[config.mk]
export PLATFORM = sky130hd
export DESIGN_NAME = axis_deskew
export DESIGN_NICKNAME = d
export VERILOG_FILES = /design/src/rtl/axis_sa_pkg.sv /design/src/rtl/deskew_fifo.sv /design/src/rtl/axis_deskew.sv
export SDC_FILE = /design/constraint.sdc
export NUM_CORES = 1
export LEC_CHECK = 0
export BUFFER_PORTS_ARGS = -buffer_cell sky130_fd_sc_hd__buf_2
export CAP_MARGIN = 20
export CORE_MARGIN = 10
export CORE_UTILIZATION = 53
export CTS_CLUSTER_DIAMETER = 100
export DETAILED_ROUTE_END_ITERATION = 10
export PLACE_DENSITY = 0.71
export SETUP_SLACK_MARGIN = 0.02
export SLEW_MARGIN = 20
export SYNTH_ARGS = -nofsm -noshare
export SYNTH_HDL_FRONTEND = slang
export SYNTH_SLANG_ARGS = --single-unit
export TNS_END_PERCENT = 100
[constraint.sdc]
create_clock -name c -period 5 [get_ports c]
set_clock_uncertainty 0.05 [all_clocks]
set_input_delay 0.25 -clock c [delete_from_list [all_inputs] [get_ports c]]
set_output_delay 0.25 -clock c [all_outputs]
set_load 0.03 [all_outputs]
[src/rtl/axis_sa_pkg.sv]
// Shared lane types and width helpers for the systolic-array stream blocks.
package axis_sa_pkg;

    localparam int LANES_DEF = 4;
    localparam int WIDTH_DEF = 8;

    typedef logic [LANES_DEF-1:0][WIDTH_DEF-1:0] lane_vec_t;

    // Pointer and counter widths must stay at least one bit wide for tiny depths.
    function automatic int clog2_safe(input int n);
        int c;
        c = $clog2(n);
        return (c < 1) ? 1 : c;
    endfunction

endpackage

[src/rtl/deskew_fifo.sv]
// Circular output buffer for axis_deskew; exposes a credit flag that also counts
// beats still travelling through the deskew pipeline.
module deskew_fifo
    import axis_sa_pkg::*;
#(
    parameter int DW    = 32,
    parameter int DEPTH = 8,
    parameter int INFLW = 1
) (
    input  logic             c,
    input  logic             rng,
    input  logic             rnl,
    input  logic             wr_en_i,
    input  logic [DW-1:0]    wr_data_i,
    input  logic             rd_ready_i,
    output logic             rd_valid_o,
    output logic [DW-1:0]    rd_data_o,
    input  logic [INFLW-1:0] inflight_i,
    output logic             credit_o
);

    localparam int PW = clog2_safe(DEPTH);
    localparam int CW = clog2_safe(DEPTH + 1);

    logic [DW-1:0] mem_q [DEPTH];
    logic [PW-1:0] wr_ptr_q, wr_ptr_d;
    logic [PW-1:0] rd_ptr_q, rd_ptr_d;
    logic [CW-1:0] count_q, count_d;
    logic          empty, full, do_wr, do_rd;

    assign empty      = (count_q == '0);
    assign full       = (count_q == CW'(DEPTH));
    assign do_wr      = wr_en_i && !full;
    assign do_rd      = rd_ready_i && !empty;
    assign rd_valid_o = !empty;
    assign rd_data_o  = empty ? '0 : mem_q[rd_ptr_q];

    // Registered terms only: a pop in this cycle frees its credit one cycle later.
    assign credit_o = (32'(count_q) + 32'(inflight_i)) < DEPTH;

    always_comb begin
        wr_ptr_d = wr_ptr_q;
        rd_ptr_d = rd_ptr_q;
        count_d  = count_q;
        if (do_wr) begin
            wr_ptr_d = (wr_ptr_q == PW'(DEPTH - 1)) ? '0 : wr_ptr_q + PW'(1);
        end
        if (do_rd) begin
            rd_ptr_d = (rd_ptr_q == PW'(DEPTH - 1)) ? '0 : rd_ptr_q + PW'(1);
        end
        case ({do_wr, do_rd})
            2'b10:   count_d = count_q + CW'(1);
            2'b01:   count_d = count_q - CW'(1);
            default: count_d = count_q;
        endcase
    end

    always_ff @(posedge c or negedge rng) begin
        if (!rng) begin
            wr_ptr_q <= '0;
            rd_ptr_q <= '0;
            count_q  <= '0;
        end else if (!rnl) begin
            wr_ptr_q <= '0;
            rd_ptr_q <= '0;
            count_q  <= '0;
        end else begin
            wr_ptr_q <= wr_ptr_d;
            rd_ptr_q <= rd_ptr_d;
            count_q  <= count_d;
        end
    end

    always_ff @(posedge c) begin
        if (do_wr) begin
            mem_q[wr_ptr_q] <= wr_data_i;
        end
    end

endmodule

[src/rtl/axis_deskew.sv]
// Realigns the staggered result lanes of the systolic array into one AXI-Stream beat.
// Define AXIS_DESKEW_LAST_EN to carry a per-beat last flag (s_last/m_last).
module axis_deskew
    import axis_sa_pkg::*;
#(
    parameter int R     = LANES_DEF,
    parameter int W     = WIDTH_DEF,
    parameter int DEPTH = 8
) (
    input  logic                c,
    input  logic                rng,
    input  logic                rnl,
    input  logic                s_valid,
    output logic                s_ready,
    input  logic [R-1:0][W-1:0] s_data,
`ifdef AXIS_DESKEW_LAST_EN
    input  logic                s_last,
    output logic                m_last,
`endif
    output logic                m_valid,
    input  logic                m_ready,
    output logic [R-1:0][W-1:0] m_data
);

    localparam int INFLW = clog2_safe(R + 1);
`ifdef AXIS_DESKEW_LAST_EN
    localparam int DW = R * W + 1;
`else
    localparam int DW = R * W;
`endif

    logic                handshake;
    logic                tag;
    logic [INFLW-1:0]    inflight;
    logic [R-1:0][W-1:0] aligned;
    logic [DW-1:0]       wr_data;
    logic [DW-1:0]       rd_data;

    assign handshake = s_valid && s_ready;

    // Lane r arrives r cycles late, so it waits R-1-r more cycles to meet lane R-1.
    for (genvar r = 0; r < R; r++) begin : g_lane
        if (r < R - 1) begin : g_dly
            localparam int N = R - 1 - r;
            logic [W-1:0] dly_q [N];

            always_ff @(posedge c or negedge rng) begin
                if (!rng) begin
                    for (int k = 0; k < N; k++) dly_q[k] <= '0;
                end else if (!rnl) begin
                    for (int k = 0; k < N; k++) dly_q[k] <= '0;
                end else begin
                    dly_q[0] <= s_data[r];
                    for (int k = 1; k < N; k++) dly_q[k] <= dly_q[k-1];
                end
            end

            assign aligned[r] = dly_q[N-1];
        end else begin : g_comb
            assign aligned[r] = s_data[r];
        end
    end

    if (R > 1) begin : g_vpipe
        logic [R-2:0] vld_q;

        always_ff @(posedge c or negedge rng) begin
            if (!rng) begin
                vld_q <= '0;
            end else if (!rnl) begin
                vld_q <= '0;
            end else begin
                vld_q[0] <= handshake;
                for (int k = 1; k < R - 1; k++) vld_q[k] <= vld_q[k-1];
            end
        end

        always_comb begin
            inflight = '0;
            for (int k = 0; k < R - 1; k++) begin
                inflight = inflight + INFLW'(vld_q[k]);
            end
        end

        assign tag = vld_q[R-2];
    end else begin : g_vnone
        assign inflight = '0;
        assign tag      = handshake;
    end

`ifdef AXIS_DESKEW_LAST_EN
    logic tag_last;

    if (R > 1) begin : g_lpipe
        logic [R-2:0] last_q;

        always_ff @(posedge c or negedge rng) begin
            if (!rng) begin
                last_q <= '0;
            end else if (!rnl) begin
                last_q <= '0;
            end else begin
                last_q[0] <= s_last && handshake;
                for (int k = 1; k < R - 1; k++) last_q[k] <= last_q[k-1];
            end
        end

        assign tag_last = last_q[R-2];
    end else begin : g_lnone
        assign tag_last = s_last && handshake;
    end

    assign wr_data = {tag_last, aligned};
    assign m_last  = rd_data[DW-1];
    assign m_data  = rd_data[R*W-1:0];
`else
    assign wr_data = aligned;
    assign m_data  = rd_data;
`endif

    deskew_fifo #(
        .DW    (DW),
        .DEPTH (DEPTH),
        .INFLW (INFLW)
    ) u_fifo (
        .c          (c),
        .rng        (rng),
        .rnl        (rnl),
        .wr_en_i    (tag),
        .wr_data_i  (wr_data),
        .rd_ready_i (m_ready),
        .rd_valid_o (m_valid),
        .rd_data_o  (rd_data),
        .inflight_i (inflight),
        .credit_o   (s_ready)
    );

endmodule

==> impl_metrics.tcl <==
set metrics [dict create \
    fin_ws_ns 1.87 \
    wl_per_cell_um 22.1 \
    max_clock_freq_ghz 0.319 \
    drcViolationCount 0 \
    ys_types 39 \
    post-route-period-util_pct 62.7 \
    cts_root_buffer "clkbuf_16" \
    die_width_um 171 \
    drt.antenna.violating_nets 0 \
    dp_slack_ns 2.21 \
    synth-simple-area-share_pct 5.37 \
    p_per_area_mw_per_mm2 467 \
    diodes 0 \
    placed_cells 937 \
    synthCells 598 \
    synth_nets 646 \
    synth_top_family_by_area "multiplexers" \
    grt_max_degree 64 \
    cts_setup_buffers 0 \
    die_h_um 171 \
    initial_core_util_pct 53.6 \
    viasPerCell 5.66 \
    vias 5821 \
    outcome "completed" \
    antenna_found_initial 0 \
    cp-startpoint "u_fifo.rd_ptr_q[0]" \
    clk_latency_ns 0.55 \
    rows 55 \
    synth_compound_area_share_pct 1.07 \
    setup_violations 0 \
    synth_top_area_cell "edfxtp_1" \
    globalRouteOverflowTotal 0 \
    final_common_cell "edfxtp_1" \
    io_pins 71 \
    ys_seq_elements 317 \
    cpPeakStageDelay_ns 0.67 \
    r2r.worst_path.cells 7 \
    synth_top_cell_area_share_pct 63.6 \
    startpoint_type "register" \
    end_kind "output pin" \
    clock_sinks 317 \
    timing.rr.end "u_fifo.count_q[2]" \
    cp-endpoint "m_data[9]" \
    portBuffers 70 \
    synth.area.top_cells "edfxtp_1 64%, dfrtp_1 13%, mux4_2 12%" \
    slew_viol_final 0 \
    wl_mm 22.7 \
    yosys.area_share.adder_pct 1.20 \
    clk_path_buf_depth 3 \
    setup_tns_ns 0 \
    yosysWarnings 0 \
    track_usage_pct 16.1 \
    hold_path.class "in2reg" \
    yosysSeqAreaShare_pct 76.2 \
    required_ns 4.70 \
    hold_viol_final 0 \
    fin_cells 1029 \
    worst_path_max_delay_cell "dfrtp_4" \
    synthXorXnorAreaFrac_pct 0.145 \
    crit_cells 5 \
    grt_pass1_wl_mm 36.4 \
    path_cells "buf_4 > mux4_2 > mux2i_1 > nor2_1 > buf_2" \
    vdd_ir_drop_max_v 0.000237 \
    tightest_slew_ns 0.969 \
    design.final.nets 767 \
    cts_buffers 31 \
    die_area_mm2 0.0293 \
    synth_area_mm2 0.0121 \
    coreArea_mm2 0.0226 \
    grt_pass1_vias 6369 \
    crit_type "reg2out" \
    cts_max_level 1 \
    final_cell_mix "256 x edfxtp_1, 70 x buf_2, 64 x mux4_2" \
    finalPower_uw 6670 \
    area_growth_pct 18.2 \
    clk_pin_slew_worst_paths_ns 0.06 \
    firstDrtPassIters 5 \
    rsz0062_at_grt "no" \
    dp_hpwl_mm 12.6 \
    post-route-min-period_ns 3.13 \
    regToRegSetupSlack_ns 2.25 \
    cp_top_family "buffers and inverters" \
    drive_gt1_share_pct 29.6 \
    cp.arrival_ns 2.83 \
    drv_cap 0 \
    drtIter0Drc 386 \
    cts_tree "done" \
    cp_max_fo 29 \
    leakage_uw 0.00510 \
    reg2reg_from "u_fifo.count_q[1]" \
    syn-mean-instance-area_um2 20.2 \
    crit_buf_inv 2 \
    synth.area.mux_share_pct 14.8 \
    relSlewSlack_pct 35.4 \
    routabilityCongestion 0.757 \
]
[sequential cells by signal, indices dropped and copies added (netlist names)]
register	count
g_vpipe.vld_q	3
u_fifo.rd_ptr_q	3
aligned	16
u_fifo.mem_q	256
u_fifo.wr_ptr_q	3
g_lane.g_dly.dly_q	32
u_fifo.count_q	4
[kinds of logic (layout without fill, tap and decap cells)]
group | Yosys count | count (layout)
flip-flops | 317 | 317
AND/OR/NAND/NOR | 121 | 121
multiplexers | 99 | 99
buffers and inverters | 33 | 179
AO/OA/AOI/OAI | 15 | 15
adder cells (fa/ha/maj) | 11 | 11
XOR/XNOR | 2 | 2
[per-stage QoR]
stage | hold slack [ns] | utilization, % | cell area (um2)
CTS | 0.172 | 63.3 | 14300
global placement | 0.386 | 56.9 | 12800
finish | 0.202 | 63.3 | 14300
floorplan | -0.0956 | - | 12100
global route | 0.207 | 63.3 | 14300
detailed placement | 0.392 | 56.9 | 12800
[power by group]
part | switching (uW) | internal (uW)
sequential | 98.7 | 2890
clock | 927 | 1510
combinational | 743 | 506
total | 1770 | 4900
[worst min path at each step]
| stage | startpoint | slack, ns | to | cells past startpoint |
|---|---|---|---|---|
| final | m_ready | 0.20 | u_fifo.count_q[1] | 4 |
| after floorplan | rng | -0.1 | aligned[0] | 0 |
| after CTS | m_ready | 0.17 | u_fifo.rd_ptr_q[1] | 4 |
| after detailed placement | g_lane[1].g_dly.dly_q[12] | 0.39 | aligned[12] | 1 |
| after global placement | g_lane[0].g_dly.dly_q[9] | 0.39 | aligned[1] | 1 |
| after global routing | m_ready | 0.21 | u_fifo.rd_ptr_q[1] | 4 |
[worst register-to-register path, stage by stage (launching register included)]
cell and delay (ns):
dfrtp_1 0.53, o41ai_2 0.92, nor2_1 0.14, xor2_1 0.18, ha_1 0.22, a2111oi_2 0.34, a31oi_1 0.09, mux2i_1 0.21
[layer usage]
layer / wire [um] / share of wire [%] / global-route usage, %
met3: 1410 / 6.2 / 3.55
met2: 11300 / 50 / 26.5
met5: 0 / 0 / 0
met1: 9620 / 42 / 21.4
met4: 342 / 1.5 / 3.89
[synthesized netlist by cell type]
cell type  instances
a31oi_1            1
nand3_1            2
edfxtp_1         256
a21boi_0           3
nand2_1            9
o41ai_2            1
o311a_1            1
nor2_1            37
nor3_1             6
nor3b_1            1
buf_1              3
ha_1              10
nand3b_1           1
a211oi_1           2
nand2b_1           3
a21oi_1            2
buf_6              1
and2_2             1
a31o_2             1
or3b_2             1
dfrtp_1           61
and4b_1            1
a21o_2             1
xor2_1             2
a2111oi_2          1
buf_2              9
clkbuf_1          19
nor4_1             2
mux2i_1           35
o2111a_1           1
mux4_2            64
and3_1             1
inv_1              1
or3_1              1
fa_1               1
or4b_4             1
and2_1            51
nor2b_1            3
o21ai_0            1
[what timing repair did]
action | CTS | global route
setup endpoints to repair | 0 | 0
gates resized for setup | 0 | 0
hold endpoints to repair | 150 | 0
hold buffers | 34 | 0
[layout make-up]
type | count | area (um2)
sequential | 317 | 9220
tap | 285 | 357
fill | 1530 | 8280
inverter | 1 | 3.75
timing repair buffer | 120 | 811
clock inverter | 19 | 265
multi-input combinational | 248 | 2790
clock buffer | 39 | 846
Note: power is estimated with default switching activity, not from simulation.
